==> src/rtl/decode_check_pipeline_pkg.sv <==
// Shared widths, S1 beat record and the opcode-to-one-hot decode for the
// decode/check pipeline.
package decode_check_pipeline_pkg;

    localparam int unsigned OPCODE_W  = 3;
    localparam int unsigned DATA_W    = 4;
    localparam int unsigned FUNC_W    = 8;
    localparam int unsigned ERR_CNT_W = 4;

    localparam logic [ERR_CNT_W-1:0] ERR_CNT_MAX = 4'hF;

    typedef struct packed {
        logic                valid;
        logic [OPCODE_W-1:0] opcode;
        logic [DATA_W-1:0]   x;
        logic                parity;
    } s1_beat_t;

    // Opcode 0 selects the MSB so this inverts the team's one-hot encoder.
    function automatic logic [FUNC_W-1:0] decode_func(input logic [OPCODE_W-1:0] op);
        logic [FUNC_W-1:0] msb_one;
        msb_one = {1'b1, {(FUNC_W-1){1'b0}}};
        return msb_one >> op;
    endfunction

endpackage

==> src/rtl/decode_check_pipeline_parity_checker.sv <==
// Even-parity check of a data word: error is high when the total XOR is 1.
module parity_checker
    import decode_check_pipeline_pkg::*;
(
    input  logic [DATA_W-1:0] data,
    input  logic              parity,
    output logic              error
);

    assign error = ^{data, parity};

endmodule

==> src/rtl/decode_check_pipeline.sv <==
// Two-stage pipeline: S1 captures the input beat, S2 registers the one-hot
// decode, the parity check and a saturating sticky error counter.
module decode_check_pipeline
    import decode_check_pipeline_pkg::*;
(
    input  logic                 clk,
    input  logic                 reset,
    input  logic                 in_valid,
    input  logic [OPCODE_W-1:0]  opcode,
    input  logic [DATA_W-1:0]    X,
    input  logic                 parity,
    input  logic                 clr_err,
    output logic                 out_valid,
    output logic [FUNC_W-1:0]    func,
    output logic [DATA_W-1:0]    data_out,
    output logic                 parity_err,
    output logic [ERR_CNT_W-1:0] err_count,
    output logic                 err_sticky
);

    s1_beat_t s1_q;

    logic                 out_valid_q, out_valid_d;
    logic [FUNC_W-1:0]    func_q, func_d;
    logic [DATA_W-1:0]    data_q, data_d;
    logic                 perr_q, perr_d;
    logic [ERR_CNT_W-1:0] cnt_q, cnt_d;
    logic                 sticky_q, sticky_d;

    logic chk_err;
    logic load_err;

    parity_checker u_parity_checker (
        .data   (s1_q.x),
        .parity (s1_q.parity),
        .error  (chk_err)
    );

    assign load_err = s1_q.valid & chk_err;

    always_comb begin
        out_valid_d = 1'b0;
        func_d      = '0;
        data_d      = data_q;
        perr_d      = 1'b0;
        cnt_d       = cnt_q;
        sticky_d    = sticky_q;

        if (s1_q.valid) begin
            out_valid_d = 1'b1;
            func_d      = decode_func(s1_q.opcode);
            data_d      = s1_q.x;
            perr_d      = chk_err;
        end

        // A clear coinciding with a new error still counts that error.
        if (load_err) begin
            sticky_d = 1'b1;
            if (clr_err) begin
                cnt_d = ERR_CNT_W'(1);
            end else if (cnt_q != ERR_CNT_MAX) begin
                cnt_d = cnt_q + ERR_CNT_W'(1);
            end
        end else if (clr_err) begin
            cnt_d    = '0;
            sticky_d = 1'b0;
        end
    end

    always_ff @(posedge clk or posedge reset) begin
        if (reset) begin
            s1_q        <= '0;
            out_valid_q <= 1'b0;
            func_q      <= '0;
            data_q      <= '0;
            perr_q      <= 1'b0;
            cnt_q       <= '0;
            sticky_q    <= 1'b0;
        end else begin
            s1_q.valid  <= in_valid;
            s1_q.opcode <= opcode;
            s1_q.x      <= X;
            s1_q.parity <= parity;
            out_valid_q <= out_valid_d;
            func_q      <= func_d;
            data_q      <= data_d;
            perr_q      <= perr_d;
            cnt_q       <= cnt_d;
            sticky_q    <= sticky_d;
        end
    end

    assign out_valid  = out_valid_q;
    assign func       = func_q;
    assign data_out   = data_q;
    assign parity_err = perr_q;
    assign err_count  = cnt_q;
    assign err_sticky = sticky_q;

endmodule

==> config.mk <==
export PLATFORM = sky130hd
export DESIGN_NAME = decode_check_pipeline
export DESIGN_NICKNAME = d
export VERILOG_FILES = /design/src/rtl/decode_check_pipeline_pkg.sv /design/src/rtl/decode_check_pipeline_parity_checker.sv /design/src/rtl/decode_check_pipeline.sv
export SDC_FILE = /design/constraint.sdc
export NUM_CORES = 1
export LEC_CHECK = 0
export BUFFER_PORTS_ARGS = -buffer_cell sky130_fd_sc_hd__buf_4
export CORE_AREA = 4 4 50 52
export CTS_BUF_LIST = sky130_fd_sc_hd__clkbuf_4 sky130_fd_sc_hd__clkbuf_8
export DETAILED_ROUTE_END_ITERATION = 7
export DIE_AREA = 0 0 54 56
export PLACE_DENSITY = 0.77
export SYNTH_ARGS = -nofsm -noshare
export SYNTH_HDL_FRONTEND = slang
export SYNTH_HIERARCHICAL = 1
export SYNTH_SLANG_ARGS = --single-unit
==> constraint.sdc <==
create_clock -name clk -period 3.1 [get_ports clk]
set_clock_uncertainty 0.2 [all_clocks]
set_input_delay 0.31 -clock clk [delete_from_list [all_inputs] [get_ports clk]]
set_output_delay 0.31 -clock clk [all_outputs]
set_load 0.02 [all_outputs]
==> key figures, run 1 <==
Logic synthesis
  • Yosys cell types: 24
  • Syn Area/Cell: 14.4 um2
  • Post-Syn Instances: 70
  • Flops & latches, synth: 28
  • Synth Net Count: 83
  • Sequential share of the synthesized area: 0.694
  • Synth Cell Area: 1010 um2
  • Synthesis Warnings: 6

Floorplan
  • Horiz. Die Dim: ~54 um
  • Io pins: 31
  • Row cnt: 17
  • Die area: 3020 um2
  • Overall die height: roughly 56 um
  • Starting Density: 0.480
  • Core area: 2110 um2

Cells and area
  • Share of cells above drive strength 1: 0.375
  • Inserted Diodes: 0
  • Area Growth Syn to Fin: 37.1%
  • Most common cell after layout, fill and taps aside: buf_4
  • Multi-input logic area: 279 um2
  • Fin util: 0.657
  • Fin area: 1380 um2
  • Most frequent cells in the layout: buf_4 (30), dfrtp_1 (28), dlygate4sd3_1 (10), nor2_1 (7), mux2_2 (4)
  • Fin nets: 126
  • Area occupied by registers: 701 um2
  • Fill cells: 176

Clock tree
  • Clock Latency Late Sink: 0.32 ns
  • Clock transition at path regs: 0.13 ns
  • Num CTS Buffers: 3
  • H-tree depth: 1
  • Post-CTS setup buffer count: 0
  • CTS sink count: 28
  • CTS tree: built
  • PostCTS Resize Cnt: 0
  • Hold_buf cts: 10
  • Max clock buf depth: 2
  • Clock Tree Root: clkbuf_4

Timing
  • Slew headroom: 0.354
  • Final WS setup: 1.28 ns
  • Final min period: 1.82 ns
  • Endpoints failing hold: 0
  • Max Slew Vio Count: 0
  • RSZ-0062 raised after global routing: no
  • Sum Neg Setup Slack: 0 ns
  • Setup Viol. Count Final: 0
  • Worst slew pin tran: a little under 1 ns
  • Fin crit share: 0.586
  • Final hold slack: 0.00147 ns
  • Fmax: 550 MHz

Critical path
  • Crit-path max FO: 8
  • WS Path Type: flop to flop
  • CP arrival: 1.84 ns
  • Critical Path Source Type: flop
  • Worst Path Required: about 3.1 ns
  • Worst setup EP type: flop

Power and ir drop
  • Combinational share of power: 0.178
  • Pwr dens: 508 nW/um2
  • Net Sw Power: 0.177 mW
  • Part of the power in registers: 0.578
  • P_int: 0.526 mW
  • Maximum vdd drop: 0.429 mV
  • Clock share of power: 0.244
  • Switch share: 0.252
  • Leak pwr: 0.688 nW

Placed design
  • Placer Congestion: 0.793
  • Port-buffer cells: 30
  • Dpl ws: 1.30 ns
  • Hpwl dp: 1230 um
  • Placed inst area: roughly 1200 um2

Global route
  • Overflow after GRT: 0
  • Vias in the first global route: between 600 and 700
  • Gr usage total: 0.128
  • First-pass GRT wire length: 2830 um
  • Initial antenna violation count: 0
  • Largest net degree at the start of global routing: 29

Routing
  • Routed WL: 1690 um
  • # DRC: 0
  • ANT nets after route: 0
  • First-pass DRT Iterations: 4
  • WL/cell: roughly 12 um
  • Via Count: 667
  • Vias per Instance: 4.76
  • Drt first-iter violations: 7

Flow run
  • MaxCap Viol Count: 0

Status
  • Run status: completed

Min path
  • Hold crit path type: input port to asynchronous set/reset pin
## power groups by stage
stage                     logic, mW  clock network, mW  registers [mW]
after detailed placement      0.117                  0           0.414
after floorplan              0.0511                  0           0.434
after global placement        0.114                  0           0.413
final                         0.125              0.171           0.406
after CTS                     0.127              0.177           0.407
after global routing          0.136              0.188           0.411
## worst max-delay path, cell delays in order, from the launching register on
cell	delay (ns)
dfrtp_1	0.40
xnor3_1	0.37
xnor2_1	0.15
and2_4	0.19
and2_1	0.15
a32o_1	0.26
## path summary, 6_finish.rpt
check | from | to | cells past startpoint | slack [ns]
max in group asynchronous | reset | err_count[0] | 2 | 2.12
min in group clk | err_sticky | err_sticky | 1 | 0.31
worst min register to register | err_sticky | err_sticky | 1 | 0.31
worst min-delay path | reset | s1_q[3] | 2 | 0.001
worst max register to register | s1_q[1] | err_count[1] | 5 | 1.28
worst max-delay path | s1_q[1] | err_count[1] | 5 | 1.28
## Yosys cell counts
cell       n  area share
a21o_2     1      0.0087
a21oi_1    3       0.015
a32o_1     1      0.0099
and2_1     1      0.0062
and2_4     1      0.0087
and4b_2    1       0.011
buf_6      2       0.022
dfrtp_1   28        0.69
ha_1       1       0.012
inv_1      2      0.0074
mux2_2     4       0.045
mux2i_1    1      0.0099
nand2_1    3       0.011
nand2b_1   2       0.012
nand3_1    1      0.0050
nand4b_1   2       0.017
nor2_1     7       0.026
nor3_1     3       0.015
o21ai_0    1      0.0050
o221a_2    1       0.011
or2b_1     1      0.0074
xnor2_1    1      0.0087
xnor3_1    1       0.022
xor2_1     1      0.0087
## cell families (layout without fill, tap and decap cells)
family          Yosys count  after routing  synth area share
xor+xnor                  3              3            0.0397
buf+inv                   4             46            0.0297
compound gates            7              7            0.0496
mux                       5              5            0.0545
fa+ha+maj                 1              1            0.0124
simple gates             22             22             0.120
flops                    28             28             0.694
## state kept, by name, indices dropped and copies added (netlist names)
register	flops
data_out	4
err_count	4
err_sticky	1
func	8
out_valid	1
parity_err	1
s1_q	9
## final cells by class
type	instances	area share
clock buffers	4	0.0262
flip-flops and latches	28	0.506
inverters	2	0.00542
multi-input cells	38	0.202
repair buffers	40	0.235
well taps	28	0.0253
## metal layers
layer | track usage | share of wire | vias up
li1 | - | - | 324
met1 | 0.163 | 0.40 | 314
met2 | 0.196 | 0.50 | 26
met3 | 0.0456 | 0.082 | 3
met4 | 0.0534 | 0.016 | 0
met5 | 0 | 0 | -
## metrics by stage
step                      power [mW]  instances
after floorplan                0.485         70
after global placement         0.528        126
after detailed placement       0.531        126
after CTS                      0.711        140
after global routing           0.735        140
final                          0.703        140
Note: power is estimated with default switching activity, not from simulation.
==> inputs of run 2 (changes only) <==
clock period = 1.79 ns   (was 3.1 ns; I/O delays follow)
==> run 2 against run 1 <==
Critical path depth unchanged. Via count up 2.1%. Sequential share of layout area down 0.94 points. Critical endpoint unchanged. Setup slack worse by 1.3 ns. First-iteration DRC count down 71%. Die area unchanged.
==> key figures, run 2 (synthesized netlist as in run 1, its figures left out) <==
Power and ir drop
  • Part of the power in registers: 0.604 (was 0.578)
  • Switch share: 0.249 (was 0.252)
  • Leak pwr: 0.703 nW (was 0.688 nW)
  • Maximum vdd drop: 0.624 mV (was 0.429 mV)
  • Net Sw Power: 0.289 mW (was 0.177 mW)
  • P_int: 0.873 mW (was 0.526 mW)
  • Total power: 1.16 mW (was 0.703 mW)
  • Combinational share of power: 0.197 (was 0.178)
  • Clock share of power: 0.199 (was 0.244)
  • Pwr dens: 825 nW/um2 (was 508 nW/um2)

Routing
  • WL/cell: 12.0 um (was 12.1 um)
  • Via Count: 681 (was 667)
  • Vias per Instance: 4.76 (about the same)
  • # DRC: 0 (unchanged)
  • First-pass DRT Iterations: 2 (was 4)
  • Routed WL: 1720 um (was 1690 um)
  • ANT nets after route: 0 (unchanged)
  • Drt first-iter violations: 2 (was 7)

Floorplan
  • Horiz. Die Dim: 54 um (unchanged)
  • Die area: 3020 um2 (unchanged)
  • Io pins: 31 (unchanged)
  • Core area: 2110 um2 (unchanged)
  • Overall die height: 56 um (unchanged)
  • Row cnt: 17 (unchanged)
  • Starting Density: 0.480 (unchanged)

Clock tree
  • CTS sink count: 28 (unchanged)
  • CTS tree: built (unchanged)
  • Clock transition at path regs: 0.13 ns (about the same)
  • Clock Latency Late Sink: 0.30 ns (was 0.32 ns)
  • H-tree depth: 1 (unchanged)
  • Num CTS Buffers: 3 (unchanged)
  • Max clock buf depth: 2 (unchanged)
  • Clock Tree Root: clkbuf_4 (unchanged)

Timing
  • Max Slew Vio Count: 0 (unchanged)
  • Fin crit share: 0.992 (was 0.586)
  • Fmax: 563 MHz (was 550 MHz)
  • Worst slew pin tran: 0.335 ns (was 0.969 ns)
  • Endpoints failing hold: 0 (unchanged)
  • Slew headroom: 0.777 (was 0.354)
  • Final hold slack: 0.269 ns (was 0.00147 ns)
  • Setup Viol. Count Final: 0 (unchanged)
  • RSZ-0062 raised after global routing: yes (was no)
  • Final min period: 1.78 ns (was 1.82 ns)

Cells and area
  • Fin area: 1410 um2 (was 1380 um2)
  • Fill cells: 165 (was 176)
  • Reg with most FFs: s1_q (unchanged)
  • Inserted Diodes: 0 (unchanged)
  • Max reg flops: 9 (unchanged)
  • Area occupied by registers: 701 um2 (unchanged)
  • Fin util: 0.670 (was 0.657)
  • Area Growth Syn to Fin: 39.7% (was 37.1%)
  • Fin nets: 130 (was 126)
  • Multi-input logic area: 287 um2 (was 279 um2)
  • Most frequent cells in the layout: buf_4 (33), dfrtp_1 (28), dlygate4sd3_1 (11), nor2_1 (7), mux2_2 (4) (was buf_4 (30), dfrtp_1 (28), dlygate4sd3_1 (10), nor2_1 (7), mux2_2 (4))
  • Most common cell after layout, fill and taps aside: buf_4 (unchanged)
  • Share of cells above drive strength 1: 0.400 (was 0.375)

Global route
  • Initial antenna violation count: 0 (unchanged)
  • Met1 usage: 0.148 (was 0.163)
  • Vias in the first global route: 677 (was 666)
  • GR peak layer: met2 (unchanged)
  • First-pass GRT wire length: 2820 um (was 2830 um)
  • Overflow after GRT: 0 (unchanged)
  • Met3 Use GR: 0.0402 (was 0.0456)
  • Met2 Usage GRT: 0.218 (was 0.196)
  • Largest net degree at the start of global routing: 29 (unchanged)
  • Gr usage total: 0.125 (was 0.128)

Critical path
  • CP arrival: 1.78 ns (was 1.84 ns)
  • Worst setup EP type: flop (unchanged)
  • WS Path Type: flop to flop (unchanged)
  • Crit-path max FO: 8 (unchanged)
  • Critical Path Source Type: flop (unchanged)
  • Worst Path Required: 1.80 ns (was 3.12 ns)

Placed design
  • Placed inst area: 1260 um2 (was 1250 um2)
  • Hpwl dp: 1250 um (was 1230 um)
  • Placer Congestion: 0.808 (was 0.793)
  • Port-buffer cells: 30 (unchanged)

Status
  • Run status: completed (unchanged)

Flow run
  • MaxCap Viol Count: 0 (unchanged)

Min path
  • Hold crit path type: input port to asynchronous set/reset pin (unchanged)
-- run 2: critical path, stage by stage (launching register included) --
cell and delay (ns):
dfrtp_1 0.38, xnor3_1 0.41, xnor2_1 0.15, and2_4 0.17, and2_4 0.15, a32o_1 0.23
-- run 2: per-stage QoR --
step           worst slack [ns]  cells  TNS, ns
6_report                 0.0139    143        0
5_1_grt                 -0.0186    143  -0.0265
3_5_place_dp             0.0358    128        0
2_1_floorplan           0.00264     70        0
4_1_cts                  0.0174    142        0
3_3_place_gp             0.0651    128        0
-- run 2: area by class of cell --
cell class,count,share of cell area
multi-input cells,38,0.203
repair buffers,44,0.254
clock buffers,3,0.0160
well taps,28,0.0248
inverters,2,0.00532
flip-flops and latches,28,0.497
-- run 2: power groups by stage --
stage / Combinational (mW) / Clock (mW) / Sequential, mW
after floorplan: 0.0884 / 0 / 0.751
after global placement: 0.203 / 0 / 0.714
after detailed placement: 0.207 / 0 / 0.715
after CTS: 0.226 / 0.247 / 0.703
after global routing: 0.249 / 0.273 / 0.710
final: 0.229 / 0.231 / 0.703
-- run 2: repair_timing --
| action | CTS | global route |
|---|---|---|
| setup endpoints to repair | 0 | 4 |
| hold buffers | 11 | 0 |
| gates resized for setup | 0 | 3 |
| hold endpoints to repair | 39 | 0 |
| buffers inserted | 0 | 1 |
-- run 2: per-layer routing --
metal  wire [um]  up-vias
met2         930       21
met4           0        0
met5           0        -
met1         676      328
met3         109        0
li1            -      332
-- run 2: path summary, 6_finish.rpt --
kind                              start            to  slack (ns)  depth (start not counted)
worst min register to register  s1_q[8]     out_valid        0.30                          0
min in group clk                s1_q[8]     out_valid        0.30                          0
worst max-delay path            s1_q[1]  err_count[1]        0.01                          5
max in group asynchronous         reset       s1_q[5]        0.87                          4
worst max register to register  s1_q[1]  err_count[1]        0.01                          5
worst min-delay path              reset       s1_q[3]        0.27                          4
